===== config.mk =====
export PLATFORM = sky130hd
export DESIGN_NAME = inst_fetch_ctrl
export DESIGN_NICKNAME = d
export VERILOG_FILES = /design/src/rtl/inst_fetch_ctrl.sv
export SDC_FILE = /design/constraint.sdc
export NUM_CORES = 1
export LEC_CHECK = 0
export CORE_ASPECT_RATIO = 0.8
export CORE_MARGIN = 10
export CORE_UTILIZATION = 39
export CTS_BUF_LIST = sky130_fd_sc_hd__clkbuf_8
export DETAILED_ROUTE_END_ITERATION = 10
export GPL_ROUTABILITY_DRIVEN = 0
export PLACE_DENSITY = 0.72
export RECOVER_POWER = 25
export SYNTH_ARGS = -nofsm -noshare
export SYNTH_HDL_FRONTEND = slang
export SYNTH_SLANG_ARGS = --single-unit

===== constraint.sdc =====
create_clock -name clk_in -period 5.3 [get_ports clk_in]
set_input_delay 1.59 -clock clk_in [delete_from_list [all_inputs] [get_ports clk_in]]
set_output_delay 1.59 -clock clk_in [all_outputs]
set_load 0.005 [all_outputs]

===== src/rtl/inst_fetch_ctrl.sv =====
// Instruction fetch controller: sequences lookups into the direct-mapped
// instruction cache and, on a miss, refills the word byte-serially over the
// shared memory port (little-endian) before returning it to the fetch unit.
module inst_fetch_ctrl #(
    parameter int ADDR_WIDTH = 32
) (
    input  logic                  clk_in,
    input  logic                  rst_n_in,
    input  logic                  rdy_in,
    input  logic                  flush,
    // fetch unit
    input  logic                  fetch_valid,
    input  logic [ADDR_WIDTH-1:0] fetch_addr,
    output logic                  fetch_ready,
    output logic                  inst_valid,
    output logic [31:0]           inst_out,
    output logic [ADDR_WIDTH-1:0] inst_pc,
    // instruction cache
    output logic [ADDR_WIDTH-1:0] cache_addr,
    input  logic                  cache_hit,
    input  logic [31:0]           cache_data,
    output logic                  upd_en,
    output logic [ADDR_WIDTH-1:0] upd_addr,
    output logic [31:0]           upd_data,
    // memory arbiter
    output logic                  mem_req,
    input  logic                  mem_gnt,
    output logic [ADDR_WIDTH-1:0] mem_addr,
    input  logic [7:0]            mem_din
);

    typedef enum logic [1:0] {
        IDLE  = 2'd0,
        MISS  = 2'd1,
        DRAIN = 2'd2
    } state_e;

    state_e                state_q, state_d;
    logic [ADDR_WIDTH-1:0] base_q, base_d;
    logic [2:0]            issue_cnt_q, issue_cnt_d;
    logic [2:0]            recv_cnt_q, recv_cnt_d;
    logic                  inflight_q, inflight_d;
    logic [31:0]           word_q, word_d;
    logic                  mem_req_q, mem_req_d;
    logic [ADDR_WIDTH-1:0] mem_addr_q, mem_addr_d;
    logic                  inst_valid_q, inst_valid_d;
    logic [31:0]           inst_out_q, inst_out_d;
    logic [ADDR_WIDTH-1:0] inst_pc_q, inst_pc_d;
    logic                  upd_en_q, upd_en_d;
    logic [ADDR_WIDTH-1:0] upd_addr_q, upd_addr_d;
    logic [31:0]           upd_data_q, upd_data_d;

    logic accept;
    logic issue_fire;
    logic capture;
    logic last_capture;

    // The cache is looked up with the raw fetch PC; a request is only taken
    // while idle and not being redirected.
    assign cache_addr   = fetch_addr;
    assign fetch_ready  = (state_q == IDLE) && !flush;
    assign accept       = fetch_valid && fetch_ready && rdy_in;
    // A granted cycle puts one byte in flight; it returns the following cycle.
    assign issue_fire   = (state_q == MISS) && mem_req_q && mem_gnt;
    assign capture      = (state_q == MISS) && inflight_q;
    assign last_capture = capture && (recv_cnt_q == 3'd3);

    assign mem_req    = mem_req_q;
    assign mem_addr   = mem_addr_q;
    assign inst_valid = inst_valid_q;
    assign inst_out   = inst_out_q;
    assign inst_pc    = inst_pc_q;
    assign upd_en     = upd_en_q;
    assign upd_addr   = upd_addr_q;
    assign upd_data   = upd_data_q;

    // State register; rdy_in low freezes the controller.
    always_ff @(posedge clk_in or negedge rst_n_in) begin
        if (!rst_n_in) begin
            // NOTE: non-blocking assignments keep every flop sampling pre-edge values.
            state_q <= IDLE;
        end else if (rdy_in) begin
            state_q <= state_d;
        end
    end

    // Next-state logic: flush wins over everything except the final byte,
    // and a byte already in flight must be drained before going idle.
    always_comb begin
        state_d = state_q;
        unique case (state_q)
            IDLE: begin
                if (accept && !cache_hit) state_d = MISS;
            end
            MISS: begin
                if (last_capture)    state_d = IDLE;
                else if (flush)      state_d = issue_fire ? DRAIN : IDLE;
            end
            DRAIN:   state_d = IDLE;
            default: state_d = IDLE;
        endcase
    end

    // Datapath and output next values: hit return, byte issue/assembly,
    // and the refill/return pulses.
    always_comb begin
        // NOTE: every target gets a default first so no path infers a latch.
        base_d       = base_q;
        issue_cnt_d  = issue_cnt_q;
        recv_cnt_d   = recv_cnt_q;
        inflight_d   = 1'b0;
        word_d       = word_q;
        mem_req_d    = mem_req_q;
        mem_addr_d   = mem_addr_q;
        inst_valid_d = 1'b0;
        inst_out_d   = inst_out_q;
        inst_pc_d    = inst_pc_q;
        upd_en_d     = 1'b0;
        upd_addr_d   = upd_addr_q;
        upd_data_d   = upd_data_q;

        unique case (state_q)
            IDLE: begin
                if (accept) begin
                    if (cache_hit) begin
                        inst_valid_d = 1'b1;
                        inst_out_d   = cache_data;
                        inst_pc_d    = fetch_addr;
                    end else begin
                        base_d      = {fetch_addr[ADDR_WIDTH-1:2], 2'b00};
                        issue_cnt_d = 3'd0;
                        recv_cnt_d  = 3'd0;
                        word_d      = 32'd0;
                        mem_req_d   = 1'b1;
                        mem_addr_d  = {fetch_addr[ADDR_WIDTH-1:2], 2'b00};
                    end
                end
            end
            MISS: begin
                if (issue_fire) begin
                    issue_cnt_d = issue_cnt_q + 3'd1;
                    inflight_d  = 1'b1;
                    // After the fourth issue the address stays on base + 3.
                    if (issue_cnt_q == 3'd3) begin
                        mem_req_d = 1'b0;
                    end else begin
                        mem_addr_d = mem_addr_q + ADDR_WIDTH'(1);
                    end
                end
                if (capture) begin
                    word_d[{recv_cnt_q[1:0], 3'b000} +: 8] = mem_din;
                    recv_cnt_d = recv_cnt_q + 3'd1;
                    if (recv_cnt_q == 3'd3) begin
                        // The refilled word is valid even under flush, so the
                        // cache is still updated; only the return is dropped.
                        upd_en_d   = 1'b1;
                        upd_addr_d = base_q;
                        upd_data_d = word_d;
                        if (!flush) begin
                            inst_valid_d = 1'b1;
                            inst_out_d   = word_d;
                            inst_pc_d    = base_q;
                        end
                    end
                end
                if (flush && !last_capture) begin
                    mem_req_d  = 1'b0;
                    inflight_d = 1'b0;
                end
            end
            DRAIN: begin
                // The byte returning now belongs to an aborted miss; ignore it.
            end
            default: begin
            end
        endcase
    end

    // Datapath registers; pulses and counters hold while rdy_in is low.
    always_ff @(posedge clk_in or negedge rst_n_in) begin
        if (!rst_n_in) begin
            base_q       <= '0;
            issue_cnt_q  <= '0;
            recv_cnt_q   <= '0;
            inflight_q   <= 1'b0;
            word_q       <= '0;
            mem_req_q    <= 1'b0;
            mem_addr_q   <= '0;
            inst_valid_q <= 1'b0;
            inst_out_q   <= '0;
            inst_pc_q    <= '0;
            upd_en_q     <= 1'b0;
            upd_addr_q   <= '0;
            upd_data_q   <= '0;
        end else if (rdy_in) begin
            base_q       <= base_d;
            issue_cnt_q  <= issue_cnt_d;
            recv_cnt_q   <= recv_cnt_d;
            inflight_q   <= inflight_d;
            word_q       <= word_d;
            mem_req_q    <= mem_req_d;
            mem_addr_q   <= mem_addr_d;
            inst_valid_q <= inst_valid_d;
            inst_out_q   <= inst_out_d;
            inst_pc_q    <= inst_pc_d;
            upd_en_q     <= upd_en_d;
            upd_addr_q   <= upd_addr_d;
            upd_data_q   <= upd_data_d;
        end
    end

endmodule


==> impl_metrics.xml, run 1 <==
<?xml version="1.0" encoding="UTF-8"?>
<metrics>
  <group name="die">
    <metric name="die_area" unit="um^2">34800</metric>
    <metric name="die_w" unit="um">206.1</metric>
    <metric name="core.rowCount" unit="">54</metric>
    <metric name="io_pins" unit="">275</metric>
    <metric name="die_height" unit="um">168.9</metric>
    <metric name="start_util" unit="%">39.58</metric>
    <metric name="core" unit="um^2">27300</metric>
  </group>
  <group name="final_layout">
    <metric name="commonest_non_fill_non_tap_cell_in_the_layout" unit="">sky130_fd_sc_hd__clkdlybuf4s50_1</metric>
    <metric name="layout.cell_area.non_filler" unit="um^2">14430</metric>
    <metric name="final_layout_size_suffix_gt1_share" unit="%">10.74</metric>
    <metric name="area_growth" unit="%">33.57</metric>
    <metric name="final_cell_mix" unit="">269 x sky130_fd_sc_hd__clkdlybuf4s50_1, 261 x sky130_fd_sc_hd__nand2_1, 232 x sky130_fd_sc_hd__dfrtp_1, 108 x sky130_fd_sc_hd__o21ai_0, 78 x sky130_fd_sc_hd__nor2_1</metric>
    <metric name="final_nets" unit="">1458</metric>
  </group>
  <group name="detailed_routing">
    <metric name="drt_first_pass_iters" unit="">5</metric>
    <metric name="post-route-drc-count" unit="">0</metric>
    <metric name="vias" unit="">9320</metric>
    <metric name="number_of_vias_per_cell" unit="">5.289</metric>
    <metric name="routed_wl" unit="um">34080</metric>
    <metric name="drt_iter0_drc" unit="">633</metric>
    <metric name="drt.antenna.violating_nets" unit="">0</metric>
    <metric name="wl_per_cell" unit="um">19.34</metric>
  </group>
  <group name="logic_synthesis">
    <metric name="ys_types" unit="">61</metric>
    <metric name="postSynth.topFlopCell" unit="">sky130_fd_sc_hd__dfrtp_1</metric>
    <metric name="postSynth.asyncResetShare" unit="%">100.0</metric>
    <metric name="yosys-top-cells-area" unit="">sky130_fd_sc_hd__dfrtp_1 54%, sky130_fd_sc_hd__nand2_1 9.1%, sky130_fd_sc_hd__mux2_2 6.3%</metric>
    <metric name="post-synth-top-area-fraction" unit="%">53.73</metric>
    <metric name="postSynthRegisterBits" unit="">232</metric>
    <metric name="netlist.top_cell.by_area" unit="">sky130_fd_sc_hd__dfrtp_1</metric>
    <metric name="yosys_warnings" unit="">0</metric>
    <metric name="sequential_to_total_area_share_from_yosys_stat" unit="%">53.73</metric>
    <metric name="count_of_flip_flops_with_a_built_in_enable_after_synthesis" unit="">0</metric>
    <metric name="syn-instance-count" unit="">1140</metric>
    <metric name="synth.avg_cell_area" unit="um^2">9.477</metric>
    <metric name="syn-cell-area" unit="um^2">10800</metric>
  </group>
  <group name="timing">
    <metric name="slew_headroom" unit="%">-132.0</metric>
    <metric name="final_period_minus_worst_setup_slack" unit="ns">4.819</metric>
    <metric name="timing.clock.skew" unit="ns">0.02667</metric>
    <metric name="timing_hold_violations_final" unit="">0</metric>
    <metric name="finalSetupViolCount" unit="">0</metric>
    <metric name="unrepaired_setup_endpoints_after_global_routing" unit="">false</metric>
    <metric name="timing_max_transition_violations_final" unit="">133</metric>
    <metric name="clock.fmax" unit="MHz">207.5</metric>
    <metric name="totalNegativeSetupSlack" unit="ns">0</metric>
    <metric name="fin_crit_sh" unit="%">90.93</metric>
    <metric name="post-route-worst-setup-slack" unit="ns">0.4808</metric>
    <metric name="worst_pin_slew" unit="ns">3.481</metric>
  </group>
  <group name="critical_path">
    <metric name="setup.reg_to_reg.worst_slack" unit="ns">2.44</metric>
    <metric name="cp.arrival" unit="ns">3.23</metric>
    <metric name="cp_max_fo" unit="">7</metric>
    <metric name="end_kind" unit="">output pin</metric>
    <metric name="critical_path.reg2reg.startpoint" unit="">recv_cnt_q[0]$_DFFE_PN0P_</metric>
    <metric name="start_to_end_type_of_the_worst_setup_path" unit="">in -&gt; out</metric>
    <metric name="critPathRequiredTime" unit="ns">3.71</metric>
    <metric name="crit_path_end" unit="">fetch_ready</metric>
    <metric name="critical_path.startpoint_type" unit="">input port</metric>
    <metric name="rr_worst_depth" unit="">5</metric>
    <metric name="critical_path.reg2reg.endpoint" unit="">inst_out[4]$_DFFE_PN0P_</metric>
    <metric name="worstSetupStartpoint" unit="">flush</metric>
  </group>
  <group name="run_status">
    <metric name="failed_checks" unit="">max-capacitance violations, max-slew violations</metric>
    <metric name="outcome" unit="">finished, violations left</metric>
  </group>
  <group name="clock_network">
    <metric name="cts-root-to-sink-buffers" unit="">3</metric>
    <metric name="clk_transition_reported_paths" unit="ns">0.06</metric>
    <metric name="cts_tree" unit="">done</metric>
    <metric name="cts.repair.resized" unit="">0</metric>
    <metric name="clk_latency" unit="ns">0.54</metric>
    <metric name="h_tree_depth" unit="">2</metric>
    <metric name="clock-sinks" unit="">232</metric>
    <metric name="clock_tree.root_cell" unit="">sky130_fd_sc_hd__clkbuf_8</metric>
    <metric name="post_cts.repair.setup_buffers" unit="">0</metric>
    <metric name="ctsHoldBuffers" unit="">0</metric>
    <metric name="cts_buffers" unit="">41</metric>
  </group>
  <group name="placement">
    <metric name="postPlaceCellArea" unit="um^2">13610</metric>
    <metric name="place_worst_setup_slack" unit="ns">0.5989</metric>
    <metric name="post-dp-hpwl" unit="um">23470</metric>
    <metric name="buffer_ports.inserted" unit="">272</metric>
  </group>
  <group name="worst_hold_path">
    <metric name="hold_path_class" unit="">reg -&gt; reg</metric>
  </group>
  <group name="grt">
    <metric name="gr-usage-all-layers" unit="%">19.07</metric>
    <metric name="number_of_antenna_violations_at_the_first_check_in_global_routing" unit="">1</metric>
    <metric name="grt_pass1_wl" unit="um">53170</metric>
    <metric name="largest_net_degree_at_the_start_of_global_routing" unit="">134</metric>
    <metric name="gr-total-overflow" unit="">0</metric>
    <metric name="number_of_global_route_vias_before_repair" unit="">9196</metric>
  </group>
  <group name="power">
    <metric name="power.total" unit="W">0.006298</metric>
    <metric name="p_leak" unit="nW">6.377</metric>
    <metric name="ir_worst_vdd" unit="V">0.0002144</metric>
    <metric name="power_density" unit="nW/um^2">436.4</metric>
  </group>
  <group name="flow_run">
    <metric name="max_cap_violations" unit="">1</metric>
  </group>
</metrics>
[worst min-delay path by stage]
stage,slack (ns),startpoint,to,cells after the start
floorplan,0.44,word_q[8]$_DFFE_PN0P_,word_q[8]$_DFFE_PN0P_,2
global placement,0.45,inst_pc[0]$_DFFE_PN0P_,inst_pc[0]$_DFFE_PN0P_,2
detailed placement,0.46,inst_pc[0]$_DFFE_PN0P_,inst_pc[0]$_DFFE_PN0P_,2
CTS,0.48,inst_pc[1]$_DFFE_PN0P_,inst_pc[1]$_DFFE_PN0P_,2
global route,0.50,upd_data[3]$_DFFE_PN0P_,upd_data[3]$_DFFE_PN0P_,2
finish,0.48,inst_out[14]$_DFFE_PN0P_,inst_out[14]$_DFFE_PN0P_,2
[power by group]
part           internal (W)  leakage [nW]  switching, W
Combinational       0.00100          2.90      0.000915
Clock              0.000941         0.475      0.000748
Sequential          0.00225          3.00      0.000435
[sequential cells by signal, indices dropped and copies added (netlist names), 3 cells and up]
register / cells
word_q: 32
base_q: 30
recv_cnt_q: 3
upd_data: 32
inst_pc: 32
inst_out: 32
mem_addr: 32
upd_addr: 30
issue_cnt_q: 3
[stage by stage]
step | hold WS (ns) | std cells | utilization (%)
finish | 0.4750 | 1762 | 52.87
global route | 0.5043 | 1762 | 52.87
global placement | 0.4488 | 1690 | 49.86
CTS | 0.4760 | 1761 | 52.91
floorplan | 0.4422 | 1141 | -
detailed placement | 0.4588 | 1690 | 49.86
[kinds of logic after synthesis]
family	count (synthesis)	synth area share, %
and+or+nand+nor	455	18.98
AOI/OAI and AO/OA	262	13.99
DFF	232	53.73
buffers and inverters	119	5.756
muxes	61	6.346
adders and majority gates	10	1.158
other	1	0.03471
[Yosys cell counts, drive strengths merged, types with 2 or more instances]
cell type,number
nand3,27
and4,3
nor2,80
o311ai,3
dfrtp,232
nor4,7
nand2,262
a2bb2oi,3
o22ai,7
o21ai,110
clkbuf,40
nand4,15
and4b,2
o31a,3
and3,5
a22o,11
nor3,6
nand2b,3
and2,2
or3,6
inv,16
o22a,2
mux2,60
or2,2
a32o,2
or4,3
o211ai,4
o21a,2
ha,10
and2b,3
buf,63
a21oi,70
nor2b,23
a31oi,34
nor4bb,2
[worst max-delay path, cell delays in order]
cell,delay (ns)
sky130_fd_sc_hd__dlygate4sd3_1,0.64
sky130_fd_sc_hd__nor3_1,0.39
sky130_fd_sc_hd__clkdlybuf4s50_1,0.61
[area by class of cell]
type	instances	area [um^2]
inverter	16	60.06
clock inverter	18	102.6
multi-input combinational	790	4428
antenna	1	2.502
tap	364	455.4
timing repair buffer	288	2848
clock buffer	53	729.5
fill	2474	12860
sequential	232	5806
[per-layer routing]
metal | GRT usage (%) | vias to the layer above | routed length, um
li1 | - | 4368 | -
met1 | 25.86 | 4582 | 15330
met2 | 29.25 | 319 | 15470
met3 | 5.705 | 51 | 2799
met4 | 4.625 | 0 | 472
met5 | 0 | - | 0
Power figures use the tool's default switching activity.
==> run 2, diff against run 1 <==
SKIP_CTS_REPAIR_TIMING = 1   (was not set)
==> results of run 2 <==
No change in the layout: final DEF, timing and power equal those of run 1.
